$ cat src/rtl/rx_frame_fifo.sv
// Receive frame buffer behind the UART receiver: parity check, FWFT FIFO,
// sticky overrun, saturating parity-error counter and level interrupt.
module rx_frame_fifo #(
  parameter int DEPTH     = 8,
  parameter int AW        = 3,
  parameter int IRQ_LEVEL = 1
) (
  input  logic          uart_clk,
  input  logic          RST,
  input  logic          frame_valid,
  input  logic [7:0]    frame_data,
  input  logic          frame_par,
  input  logic [1:0]    parity_mode,
  input  logic          rd_en,
  input  logic          clr,
  output logic [7:0]    rd_data,
  output logic          rd_perr,
  output logic          empty,
  output logic          full,
  output logic [AW:0]   count,
  output logic          overrun,
  output logic [7:0]    perr_cnt,
  output logic          irq
);

  localparam logic [AW:0] FULL_CNT = (AW+1)'(DEPTH);
  localparam logic [AW:0] IRQ_CNT  = (AW+1)'(IRQ_LEVEL);

  logic [8:0]    mem [DEPTH];
  logic [AW-1:0] wr_ptr;
  logic [AW-1:0] rd_ptr;
  logic [AW:0]   cnt;
  logic          frame_x;
  logic          perr;
  logic          push;
  logic          pop;
  logic          drop;

  always_comb begin
    frame_x = ^frame_data ^ frame_par;
    perr    = 1'b0;
    case (parity_mode)
      2'b01:   perr = frame_x;
      2'b10:   perr = ~frame_x;
      default: perr = 1'b0;
    endcase
  end

  assign empty = (cnt == '0);
  assign full  = (cnt == FULL_CNT);
  assign irq   = (cnt >= IRQ_CNT);
  assign count = cnt;

  // A pop frees a slot in the same cycle, so full does not block a push then.
  assign pop  = rd_en & ~empty;
  assign push = frame_valid & (~full | pop);
  assign drop = frame_valid & full & ~rd_en;

  assign rd_data = mem[rd_ptr][7:0];
  assign rd_perr = mem[rd_ptr][8];

  always_ff @(posedge uart_clk or negedge RST) begin
    if (!RST) begin
      for (int i = 0; i < DEPTH; i++) begin
        mem[i] <= '0;
      end
    end else if (push && !clr) begin
      mem[wr_ptr] <= {perr, frame_data};
    end
  end

  always_ff @(posedge uart_clk or negedge RST) begin
    if (!RST) begin
      wr_ptr <= '0;
      rd_ptr <= '0;
      cnt    <= '0;
    end else if (clr) begin
      wr_ptr <= '0;
      rd_ptr <= '0;
      cnt    <= '0;
    end else begin
      if (push) begin
        wr_ptr <= wr_ptr + 1'b1;
      end
      if (pop) begin
        rd_ptr <= rd_ptr + 1'b1;
      end
      case ({push, pop})
        2'b10:   cnt <= cnt + 1'b1;
        2'b01:   cnt <= cnt - 1'b1;
        default: cnt <= cnt;
      endcase
    end
  end

  always_ff @(posedge uart_clk or negedge RST) begin
    if (!RST) begin
      overrun  <= 1'b0;
      perr_cnt <= '0;
    end else if (clr) begin
      overrun  <= 1'b0;
      perr_cnt <= '0;
    end else begin
      if (drop) begin
        overrun <= 1'b1;
      end
      if (push && perr && perr_cnt != 8'hFF) begin
        perr_cnt <= perr_cnt + 8'd1;
      end
    end
  end

endmodule
$ cat config.mk
export PLATFORM = sky130hd
export DESIGN_NAME = rx_frame_fifo
export DESIGN_NICKNAME = d
export VERILOG_FILES = /design/src/rtl/rx_frame_fifo.sv
export SDC_FILE = /design/constraint.sdc
export NUM_CORES = 1
export LEC_CHECK = 0
export ABC_AREA = 1
export ABC_CLOCK_PERIOD_IN_PS = 5200
export BUFFER_PORTS_ARGS = -buffer_cell sky130_fd_sc_hd__buf_2
export CAP_MARGIN = 0
export CORE_MARGIN = 5
export CORE_UTILIZATION = 55
export DETAILED_ROUTE_END_ITERATION = 7
export GPL_ROUTABILITY_DRIVEN = 0
export PLACE_DENSITY = 0.76
export SLEW_MARGIN = 20
export SYNTH_ARGS = -nofsm -noshare
export SYNTH_HDL_FRONTEND = slang
export SYNTH_SLANG_ARGS = --single-unit
$ cat constraint.sdc
create_clock -name uart_clk -period 5.2 [get_ports uart_clk]
set_clock_uncertainty 0.05 [all_clocks]
set_input_delay 0.26 -clock uart_clk [delete_from_list [all_inputs] [get_ports uart_clk]]
set_output_delay 0.26 -clock uart_clk [all_outputs]
set_load 0.1 [all_outputs]
# Word level (Yosys, flattened, before mapping)

Cells that the tools add are included.

Reduce and logical (&&, ||, !) cells: 12
Bitwise operators: 12
Shifts and indexed selects: 0
$add $sub $neg: 5
Divide/modulo/power cells: 0
Equal/unequal tests: 6
Magnitude comparators: 4
Muxes and demuxes: 17
Multipliers: 0

Operators by type and width:

| kind                                                                  | number |
|---|---|
| 72-bit bitwise mux                                                    | 1 |
| 9-bit binary-select mux with 3-bit select                             | 1 |
| 9-bit demux with 3-bit select                                         | 1 |
| 9-bit two-way mux                                                     | 3 |
| 8-bit two-way mux                                                     | 2 |
| 3-bit two-way mux                                                     | 4 |
| 8-bit by 1-bit adder with 8-bit output, second input constant         | 1 |
| 4-bit >= comparator, second input constant                            | 2 |
| 8-bit != test, second input constant                                  | 1 |
| 3-bit NOT with 4-bit output                                           | 2 |
| 4-bit case mux with 2 select lines                                    | 1 |
| 2-bit nonzero test                                                    | 4 |
| 8-bit parity                                                          | 1 |
| 3-bit by 1-bit adder with 3-bit output, second input constant         | 2 |
| 4-bit by 1-bit adder with 4-bit output, second input constant         | 1 |
| 1-bit bitwise AND                                                     | 4 |
| 2-bit by 1-bit == test with 1-bit output, second input constant       | 2 |
| 2-bit == test, second input constant                                  | 2 |
| 4-bit == test, second input constant                                  | 1 |
| 4-bit by 1-bit >= comparator with 1-bit output, second input constant | 1 |
| 1-bit logical AND                                                     | 4 |
| 4-bit logical NOT                                                     | 1 |
| 4-bit by 1-bit < comparator with 1-bit output, second input constant  | 1 |
| 4-bit two-way mux                                                     | 1 |
| other kinds (8)                                                       | 12 |

Bits in registers: 91
Bits in read-only memories: 0
Logic and storage cells: 69
Latch bits: 0
Memories: 0
Bits of input ports: 16
RAM bits: 0

# Depth between registers and ports, before layout

Gate-level depths: netlist of run 1.

Word-level depth: 9
Mapped depth: 14

# Worst setup path before layout of run 1

OpenSTA, ideal clock, no wires.

Path type: register to register
Start point: reg cnt[0] (netlist: count[0])
End point: reg cnt[2] (netlist: count[2])
Cell stages (with the launch flop): 11
Data required time: 5.026 ns
Arrival: 4.319 ns
Path buffers: 0
Period minus slack after synthesis: 4.492 ns
Setup slack: 0.708 ns
Path through: dfrtp_1 inv_1 ha_1 inv_1 nor3_1 nor2_1 nand2_1 inv_1 o21a_1 a21oi_1 nor2_1

Word-level cells in the longest chain between the ends: 8
Elaborated cells on any way between the ends: 14
Those cells by class: 2 x add/sub; 3 x eq/ne; 2 x mux; 5 x bitwise; 2 x reduce/logical

Ends and longest elaborated chain:

| element                                                                   | RTL line | RTL |
|---|---|---|
| start: declaration                                                        | 32       | `logic [AW:0] cnt;` |
| start signal: assignment                                                  | 89       | `2'b10: cnt <= cnt + 1'b1;` |
| start signal: assignment                                                  | 90       | `2'b01: cnt <= cnt - 1'b1;` |
| start signal: assignment                                                  | 91       | `default: cnt <= cnt;` |
| 4-bit logical NOT (*)                                                     | 49       | `assign empty = (cnt == '0);` |
| named net empty                                                           | 18       | `output logic empty,` |
| 1-bit NOT (*)                                                             | 55       | `assign pop = rd_en & ~empty;` |
| 1-bit bitwise AND (*)                                                     | 55       |  |
| 1-bit OR                                                                  | 56       | `assign push = frame_valid & (~full \| pop);` |
| 1-bit bitwise AND                                                         | 56       |  |
| 2-bit by 1-bit == test with 1-bit output or 2-bit == test (tied branches) | 88       | `case ({push, pop})` |
| 4-bit case mux with 2 select lines                                        | 88       |  |
| 4-bit two-way mux                                                         | 77       | `end else if (clr) begin` |

Mark *: on every way through the listed nets, which the timed path passes. The rest lies on a longest branch.
A chain may end at the register's enable or synchronous reset.

# Worst setup path in the final report of run 1

Start point: reg rd_ptr[1]
End point: out rd_data[0]

Word-level cells in the longest chain between the ends: 4

Ends and longest elaborated chain:

| element                                           | RTL line | RTL |
|---|---|---|
| start: declaration                                | 31       | `logic [AW-1:0] rd_ptr;` |
| start signal: assignment                          | 86       | `rd_ptr <= rd_ptr + 1'b1;` |
| 3-bit NOT with 4-bit output (not written as such) | 59       | `assign rd_data = mem[rd_ptr][7:0];` |
| 9-bit binary-select mux with 3-bit select         | 59       |  |
| 9-bit two-way mux (2 in a row)                    | --       |  |
| end: declaration                                  | 16       | `output logic [7:0] rd_data,` |

Every way passes these cells. The select of a mux whose other input is x is not followed.

==> impl_metrics.yaml, run 1 <==
placed_design:
  place_area_mm2: 0.004790
  port_buffers: 40
  hpwl_mm: 7.216
critical_path:
  rr_worst_depth: 9
  reg2reg_from: "count[0]$_DFFE_PN0P_"
  critPathLaunchType: "flop"
  r2r_slack_ps: 2910
  critPathKind: "reg2out"
  crit_required_ps: 4890
  path_max_fanout: 20
  timing.rr.end: "mem[44]$_DFFE_PN0P_"
  endpoint_kind: "output port"
  critPathArrivalTime_ps: 2620
synth:
  yosys.area.top_type: "dfrtp_1"
  synth_compound_area_share_pct: 16.98
  synth_fa_ha_area_share_pct: 1.630
  ys_seq_area_share_pct: 49.44
  syn-instance-count: 550
  synth_most_common_cell: "nand2_1"
  yosysTopAreaCellShare_pct: 49.44
  muxShareOfSynthArea_pct: 0
  async_flop_share_pct: 100.0
  netlist_area_mm2: 0.004606
  synth-simple-area-share_pct: 23.77
  synth_commonest_cells: "nand2_1 (120), dfrtp_1 (91), nor2_1 (70), o21ai_1 (64), o21ai_0 (52)"
  ys.flop_type: "dfrtp_1"
  netlist_top_cells_area: "dfrtp_1 (49%), nand2_1 (9.8%), o21ai_1 (7.0%), nor2_1 (5.7%), o21ai_0 (5.7%)"
  synth_cell_types: 31
  yosys_warnings: 0
  ys_ff_latch: 91
  syn-num-nets: 572
  syn_avg_cell_area_um2: 8.374
  synth_xor_area_share_pct: 1.331
  synth-edff-count: 0
  synth_top_family_by_area: "simple AND/OR/NAND/NOR gates"
timing:
  fin_crit_ps: 2927
  fin_setup_tns_ps: 0
  worst_pin_slew_ps: 1003
  rsz0062_at_grt: "false"
  hold_viol: 0
  slew_viol_final: 0
  finalSetupViolCount: 0
  fin_crit_sh_pct: 56.28
  slew_headroom_pct: 33.06
  clock.fmax_mhz: 341.7
cts:
  clkTransAtPathRegs_ps: 90
  ctsResizeCount: 0
  cts.htree.levels: 3
  cts_tree: "built"
  cts_root_buf: "clkbuf_8"
  clockBufferDepth: 2
  clock_latency_ps: 350
  cts_made_buffers: 9
  cts_sinks: 91
power_and_ir_drop:
  power_leakage_nw: 2.446
  power_density_mw_per_mm2: 469.7
  ir_drop_uv: 409.7
finish:
  syn2layout_area_growth_pct: 8.068
  nFillCells: 725
  regArea_mm2: 0.002277
  drive_above_1_share_pct: 12.37
  n_antenna_cell: 0
  multiInputGateArea_mm2: 0.002013
  stdcell_area_mm2: 0.004977
  nNetsFinal: 599
min_path:
  min-delay-start: "frame_valid"
  hold_class: "in2reg"
  timing.hold.worst_endpoint: "overrun$_DFFE_PN0P_"
  whs_path_depth: 3
floorplan:
  io_pins: 41
  die_x_um: 101.5
  core_area_mm2: 0.008175
  dieArea_mm2: 0.01030
  die_h_um: 101.5
  initial_core_util_pct: 56.34
  rows: 33
drt:
  num_vias: 3936
  vias_per_cell: 5.729
  ant_nets: 0
  first_iter_violations: 197
  first_pass_iters: 7
  drc: 0
  drt_wl_total_mm: 10.84
  wl_per_cell_um: 15.78
global_routing:
  overflow: 0
  antenna_found_initial: 0
  grt_pass1_vias: 3777
  grt_pass1_wl_mm: 18.17
  grt_usage_pct: 22.21
  grt_start_max_net_pins: 69
job:
  maxCapViolCount: 0
status:
  outcome: "complete, no violations"
==> timing repair <==
action	4_1_cts	5_1_grt
setup endpoints to repair	0	0
hold buffers	1	0
hold endpoints to repair	23	0
setup buffers	0	0
==> metrics by stage <==
stage          setup slack, ps  hold slack, ps  utilization, %  total power, mW  cells
3_5_place_dp              2694           128.2           58.59            1.903    670
6_report                  2273           133.0           60.88            2.338    687
3_3_place_gp              2775           128.1           58.59            1.880    670
2_1_floorplan            707.6          -85.59               -            1.715    550
5_1_grt                   2025           165.6           60.88            2.474    687
4_1_cts                   2304           124.8           60.88            2.340    687
==> where the power goes <==
group	switching [mW]	internal [mW]	total [mW]
Clock	0.253	0.188	0.441
Sequential	0.0807	0.818	0.898
Combinational	0.789	0.209	0.998
==> worst max-delay path, stage by stage (launching register included) <==
cell,delay (ps)
dfrtp_1,620
inv_1,570
o21ai_0,190
o22ai_1,170
nor2_1,60
a31oi_1,200
buf_2,460
==> how the worst max path moves through the flow <==
stage                           from                    to  slack, ps  cells past startpoint
2_1_floorplan   count[0]$_DFFE_PN0P_  count[2]$_DFFE_PN0P_        710                     10
3_3_place_gp   rd_ptr[1]$_DFFE_PN0P_            rd_data[6]       2770                      6
3_5_place_dp   rd_ptr[1]$_DFFE_PN0P_            rd_data[0]       2690                      6
4_1_cts        rd_ptr[1]$_DFFE_PN0P_            rd_data[0]       2300                      6
5_1_grt        rd_ptr[1]$_DFFE_PN0P_            rd_data[6]       2030                      6
6_report       rd_ptr[1]$_DFFE_PN0P_            rd_data[0]       2270                      6
==> cells in the final DEF, fill, tap and decap left out, types with 2 or more instances in the layout <==
master        n
a21oi_1       4
a31oi_1      10
buf_2        39
buf_4         3
clkbuf_8     10
clkinv_1      2
clkinvlp_4    3
dfrtp_1      91
ha_1          6
inv_1        37
nand2_1     120
nand3_1      19
nand4_1       9
nand4_4       8
nor2_1       70
nor3_1        2
o21a_1        3
o21ai_0      52
o21ai_1      64
o22ai_1      10
xor2_1        6
==> final cells by class <==
type,instances,area share [%]
Clock buffer,11,2.841
Inverter,40,3.017
Tap cell,105,2.640
Clock inverter,5,0.7290
Timing Repair Buffer,43,4.575
Multi-Input combinational cell,392,40.45
Sequential cell,91,45.75
==> flip-flops by register name, summed over array words and instances, names as in the netlist <==
name	count
count	4
mem	72
overrun	1
perr_cnt	8
rd_ptr	3
wr_ptr	3
==> cell families (layout without fill, tap and decap cells) <==
kind of cell	Yosys count	count (layout)
fa+ha+maj	6	6
xor+xnor	7	7
flops	91	91
buf+inv	67	99
simple gates	233	233
compound gates	146	146
==> routing by layer <==
| metal | global-route usage, % | part of all wire, % | vias up |
|---|---|---|---|
| li1 | - | - | 1886 |
| met4 | 7.566 | 2.2 | 0 |
| met1 | 30.82 | 45 | 1889 |
| met2 | 35.41 | 47 | 133 |
| met5 | 0 | 0 | - |
| met3 | 3.994 | 5.1 | 28 |
No activity file was read; power rests on OpenSTA's default activity.
==> inputs of run 2 (changes only) <==
--- a/config.mk
+++ b/config.mk
@@ -5,15 +5,15 @@
 export SDC_FILE = /design/constraint.sdc
 export NUM_CORES = 1
 export LEC_CHECK = 0
-export ABC_AREA = 1
-export ABC_CLOCK_PERIOD_IN_PS = 5200
+export ABC_AREA = 0
+export ABC_CLOCK_PERIOD_IN_PS = 2400
 export BUFFER_PORTS_ARGS = -buffer_cell sky130_fd_sc_hd__buf_2
 export CAP_MARGIN = 0
 export CORE_MARGIN = 5
-export CORE_UTILIZATION = 55
+export CORE_UTILIZATION = 54
 export DETAILED_ROUTE_END_ITERATION = 7
 export GPL_ROUTABILITY_DRIVEN = 0
-export PLACE_DENSITY = 0.76
+export PLACE_DENSITY = 0.77
 export SLEW_MARGIN = 20
 export SYNTH_ARGS = -nofsm -noshare
 export SYNTH_HDL_FRONTEND = slang
==> constraint.sdc (replaced) <==
create_clock -name uart_clk -period 2.4 [get_ports uart_clk]
set_clock_uncertainty 0.05 [all_clocks]
set_input_delay 0.12 -clock uart_clk [delete_from_list [all_inputs] [get_ports uart_clk]]
set_output_delay 0.12 -clock uart_clk [all_outputs]
set_load 0.1 [all_outputs]
==> run 2 against run 1 <==
Effect of this change: flip-flop and latch count did not move; sequential power grew 130%; first-iteration DRC count fell by 4.6%; power rose to 2.6 times the previous value; critical endpoint is now mem[63]$_DFFE_PN0P_; cell count down 28%; non-clock buffer count grew 13; wire length is 16% lower; utilization up 2.6 points; combinational power increased to 2.8 times the previous value.
==> impl_metrics.yaml, run 2 <==
min_path:
  whs_path_depth: 3
  timing.hold.worst_endpoint: "rd_ptr[1]$_DFFE_PN0P_"
  min-delay-start: "rd_en"
  hold_class: "in2reg"
finish:
  n_antenna_cell: 0
  syn2layout_area_growth_pct: 15.07
  layout_commonest_cell: "dfrtp_1"
  largest-register: "mem"
  fin_cells: 494
  drive_above_1_share_pct: 46.02
  final_cell_mix: "dfrtp_1 (87), mux2_2 (75), buf_2 (39)"
  nNetsFinal: 407
  largest_register_ffs: 72
status:
  outcome: "complete, no violations"
synth:
  netlist_area_mm2: 0.004509
  yosys.area.top_type: "dfrtp_1"
  synth_commonest_cells: "dfrtp_1 (91), mux2_2 (76), nor2_1 (19), mux4_2 (18), nand2_1 (16)"
  yosys_warnings: 0
  syn_avg_cell_area_um2: 13.19
  synth_cell_types: 46
  netlist_top_cells_area: "dfrtp_1 (50%), mux2_2 (19%), mux4_2 (9.0%), ha_1 (1.7%), nor2_1 (1.6%)"
  synth_most_common_cell: "dfrtp_1"
  ys.flop_type: "dfrtp_1"
  ys_ff_latch: 91
  async_flop_share_pct: 100.0
  yosysTopAreaCellShare_pct: 50.50
  syn-num-nets: 364
  syn-instance-count: 342
  ys_seq_area_share_pct: 50.50
  synth-edff-count: 0
cts:
  cts_sinks: 91
  cts_root_buf: "clkbuf_8"
  cts.htree.levels: 3
  cts_setup_buffers: 0
  cts_made_buffers: 9
  cts_tree: "built"
  clock_latency_ps: 360
  clockBufferDepth: 2
  clkTransAtPathRegs_ps: 90
timing:
  clock.fmax_mhz: 434.6
  fin_crit_sh_pct: 95.88
  finalSetupViolCount: 0
  hold_viol: 0
  slew_viol_final: 0
  rsz0062_at_grt: "true"
  worst_pin_slew_ps: 660.1
  slew_headroom_pct: 56.00
  fin_crit_ps: 2301
floorplan:
  die_x_um: 101.4
  initial_core_util_pct: 55.16
  rows: 33
  io_pins: 41
  die_h_um: 101.4
  core_area_mm2: 0.008175
  dieArea_mm2: 0.01028
drt:
  num_vias: 2886
  drc: 0
  ant_nets: 0
  first_pass_iters: 4
  wl_per_cell_um: 18.52
  first_iter_violations: 188
  drt_wl_total_mm: 9.147
  vias_per_cell: 5.842
critical_path:
  critPathLaunchType: "flop"
  crit_required_ps: 2590
  cp_cell_sequence: "inv_4, ha_4, nand4bb_1, nand2_1, nor3_1, nand2_1, mux2_2"
  timing.rr.end: "mem[63]$_DFFE_PN0P_"
  slowest_delay_ps: 480
  path_common_cell: "nand2_1"
  cp_slowest_cell: "dfrtp_4"
  critPathArrivalTime_ps: 2490
  endpoint_kind: "flop"
  reg2reg_from: "count[1]$_DFFE_PN0P_"
  path_max_fanout: 10
  rr_worst_depth: 7
  critPathTopFamily: "simple AND/OR/NAND/NOR gates"
  critPathKind: "reg2reg"
  r2r_slack_ps: 100
  worst-path-buf-inv: 1
power_and_ir_drop:
  fin_total_pwr_mw: 6.147
  ir_drop_uv: 935.9
  power_density_mw_per_mm2: 1185
  power_leakage_nw: 2.404
placed_design:
  place_inst: 478
  port_buffers: 40
  hpwl_mm: 6.101
global_routing:
  overflow: 0
  grt_usage_pct: 19.41
  grt_pass1_vias: 3030
  antenna_found_initial: 0
  grt_pass1_wl_mm: 15.15
  grt_start_max_net_pins: 50
job:
  maxCapViolCount: 0
## run 2: cell count changes after synthesis, moves of 18 or more
cell     change
inv_1       -32
mux2_2      +76
mux4_2      +18
nand2_1    -104
nor2_1      -51
o21ai_0     -39
o21ai_1     -64
## run 2: what timing repair did
action,4_1_cts,5_1_grt
endpoints found under the hold margin,48,0
gates resized for setup,0,0
endpoints found under the setup margin,0,7
hold buffers,1,0
## run 2: report_power, final
group / switching [mW] / total, mW / internal (mW) / leakage (nW)
registers: 0.195 / 2.04 / 1.85 / 1.21
logic: 1.90 / 2.78 / 0.874 / 1.07
clock network: 0.535 / 1.33 / 0.797 / 0.130
total: 2.63 / 6.15 / 3.52 / 2.40
## run 2: worst max path at each step
stage,depth (start not counted),to,start,slack (ps)
2_1_floorplan,9,count[2]$_DFFE_PN0P_,count[1]$_DFFE_PN0P_,-270
3_3_place_gp,7,perr_cnt[4]$_DFFE_PN0P_,frame_data[2],60
3_5_place_dp,7,perr_cnt[4]$_DFFE_PN0P_,frame_data[2],20
4_1_cts,4,rd_perr,rd_ptr[0]$_DFFE_PN0P_,100
5_1_grt,7,mem[64]$_DFFE_PN0P_,count[1]$_DFFE_PN0P_,-10
6_report,7,mem[63]$_DFFE_PN0P_,count[1]$_DFFE_PN0P_,100
## run 2: worst min-delay path: cells and delay by family
kind	cells	cell delay [ps]
simple gates	1	70
compound gates	1	60
buf+inv	1	140
## run 2: cell families after synthesis
kind of cell             count (synthesis)  share of synthesized area, %
flip-flops                              91                         50.50
multiplexers                            97                         28.75
XOR/XNOR                                13                         3.274
AO/OA/AOI/OAI                           33                         4.329
AND/OR/NAND/NOR                         73                         8.519
adder cells (fa/ha/maj)                  6                         1.665
buffers and inverters                   29                         2.969
## run 2: cell type report
class / instances / area [µm²]
Fill cell: 648 / 2987
Tap cell: 105 / 131.4
Timing Repair Buffer: 56 / 350.3
Inverter: 5 / 27.53
Sequential cell: 91 / 2287
Clock buffer: 9 / 123.9
Multi-Input combinational cell: 222 / 2131
Clock inverter: 6 / 137.6
## run 2: per-stage QoR
stage	worst slack, ps	hold slack, ps	TNS [ps]	cell area, µm²	util (%)
floorplan	-273.3	-225.6	-778.3	4561	-
global placement	62.99	137.9	0	4917	60.15
detailed placement	18.24	140.9	0	4917	60.15
CTS	99.76	8.586	0	5189	63.47
global route	-11.37	27.35	-51.29	5189	63.47
finish	98.80	25.57	0	5189	63.47
## run 2: routing by layer
layer / vias up / wire, µm / GRT usage, % / part of all wire [%]
li1: 1318 / - / - / -
met1: 1493 / 3994 / 25.24 / 44
met2: 60 / 4570 / 32.19 / 50
met3: 15 / 406 / 5.028 / 4.4
met4: 0 / 176 / 5.828 / 1.9
met5: - / 0 / 0 / 0
==> inputs of run 3 (changes only) <==
--- a/config.mk
+++ b/config.mk
@@ -6,7 +6,7 @@
 export NUM_CORES = 1
 export LEC_CHECK = 0
 export ABC_AREA = 0
-export ABC_CLOCK_PERIOD_IN_PS = 2400
+export ABC_CLOCK_PERIOD_IN_PS = 1900
 export BUFFER_PORTS_ARGS = -buffer_cell sky130_fd_sc_hd__buf_2
 export CAP_MARGIN = 0
 export CORE_MARGIN = 5
==> constraint.sdc (replaced) <==
create_clock -name uart_clk -period 1.9 [get_ports uart_clk]
set_clock_uncertainty 0.05 [all_clocks]
set_input_delay 0.095 -clock uart_clk [delete_from_list [all_inputs] [get_ports uart_clk]]
set_output_delay 0.095 -clock uart_clk [all_outputs]
set_load 0.1 [all_outputs]
==> run 3 against run 2 <==
Effect of this change: sequential power is 28% higher; the flow now finishes with violations (negative setup slack); highest routed layer unchanged; die area stayed put; power is 47% higher; final area is 22% higher; critical endpoint is now rd_data[5].
==> impl_metrics.yaml, run 3 (synthesis results as in run 2) <==
timing:
  worst_slack_ps: -257.5
  clock.fmax_mhz: 463.5
  hold_viol: 0
  finalSetupViolCount: 82
  slew_viol_final: 0
  slew_headroom_pct: 46.21
  hold_ws_ps: 37.37
  fin_crit_ps: 2157
  worst_pin_slew_ps: 806.9
  rsz0062_at_grt: "true"
  fin_crit_sh_pct: 113.6
drt:
  drt_wl_total_mm: 11.39
  ant_nets: 0
  first_pass_iters: 4
  vias_per_cell: 5.828
  num_vias: 3182
  dr_wl_met3_um: 366
  wl_met2_mm: 5.720
  first_iter_violations: 155
  drc: 0
  highest_layer: "met4"
  wl_per_cell_um: 20.86
  wl_met1_mm: 5.082
global_routing:
  grt_start_max_net_pins: 62
  antenna_found_initial: 0
  grt_pass1_vias: 3340
  grt_usage_pct: 22.15
  overflow: 0
  grt_pass1_wl_mm: 17.44
finish:
  layout_commonest_cell: "dfrtp_1"
  drive_above_1_share_pct: 62.36
  post-route-util_pct: 77.64
  largest-register: "mem"
  stdcell_area_mm2: 0.006347
  n_antenna_cell: 0
  final_cell_mix: "dfrtp_1 (78), mux2_4 (77), buf_4 (40)"
  largest_register_ffs: 72
  nNetsFinal: 458
  syn2layout_area_growth_pct: 40.76
floorplan:
  rows: 33
  dieArea_mm2: 0.01028
  die_h_um: 101.4
  initial_core_util_pct: 55.16
  die_x_um: 101.4
  core_area_mm2: 0.008175
  io_pins: 41
power_and_ir_drop:
  fin_total_pwr_mw: 9.046
  power_density_mw_per_mm2: 1425
  power_leakage_nw: 2.974
  ir_drop_uv: 1195
job:
  maxCapViolCount: 0
placed_design:
  hpwl_mm: 6.764
  port_buffers: 40
  place_area_mm2: 0.005340
cts:
  cts_sinks: 91
  cts_made_buffers: 9
  cts_tree: "built"
  clock_latency_ps: 370
  clkTransAtPathRegs_ps: 90
  clockBufferDepth: 2
  cts.htree.levels: 3
  cts_root_buf: "clkbuf_8"
min_path:
  hold_class: "in2reg"
critical_path:
  endpoint_kind: "output port"
  path_max_fanout: 6
  critPathKind: "reg2out"
  crit_required_ps: 1750
  critPathLaunchType: "flop"
  critPathArrivalTime_ps: 2010
status:
  outcome: "complete, but fails checks"
  failed_checks: "negative setup slack"
-- run 3: worst paths after layout --
kind | from | to | slack, ps | depth (start not counted)
setup / recovery | rd_ptr[0]$_DFFE_PN0P_ | rd_data[5] | -260 | 5
hold / removal | frame_valid | overrun$_DFFE_PN0P_ | 40 | 3
setup reg to reg | count[1]$_DFFE_PN0P_ | count[3]$_DFFE_PN0P_ | -200 | 9
hold reg to reg | mem[62]$_DFFE_PN0P_ | mem[62]$_DFFE_PN0P_ | 440 | 2
max in group asynchronous | RST | rd_ptr[0]$_DFFE_PN0P_ | 820 | 3
min in group asynchronous | RST | perr_cnt[4]$_DFFE_PN0P_ | 290 | 2
-- run 3: report_power, final --
part / switching (mW) / internal, mW
Combinational: 2.80 / 2.39
Sequential: 0.273 / 2.33
Clock: 0.748 / 0.498
Total: 3.83 / 5.22
-- run 3: cell type report --
type | instances | area, µm²
Clock buffer | 9 | 123.9
Clock inverter | 7 | 58.81
Fill cell | 451 | 1828
Inverter | 5 | 27.53
Multi-Input combinational cell | 224 | 2676
Sequential cell | 91 | 2298
Tap cell | 105 | 131.4
Timing Repair Buffer | 105 | 1031
-- run 3: layer usage --
metal  GRT usage (%)  vias to the layer above
li1                -                     1430
met1           30.74                     1669
met2           36.92                       65
met3           3.926                       18
met4           4.806                        0
met5               0                        -
-- run 3: repair_timing --
action                     CTS  global route
setup endpoints to repair   82            93
pin swaps                   10             9
gates cloned                 3             0
hold buffers                 2             0
resized for setup          105            61
hold endpoints to repair    59             0
buffers inserted            12             9
-- run 3: through the flow --
stage | cells | setup TNS (ps) | setup WS, ps
2_1_floorplan | 342 | -17980 | -773.2
5_1_grt | 546 | -15330 | -297.8
3_3_place_gp | 506 | -7009 | -264.8
3_5_place_dp | 506 | -9052 | -329.1
4_1_cts | 539 | -7333 | -245.6
6_report | 546 | -10920 | -257.5
-- run 3: worst max-delay path: stages, from the launching register on --
cell and delay, ps:
dfrtp_2 420, buf_12 120, buf_12 120, mux4_2 520
mux2_4 300, buf_12 170
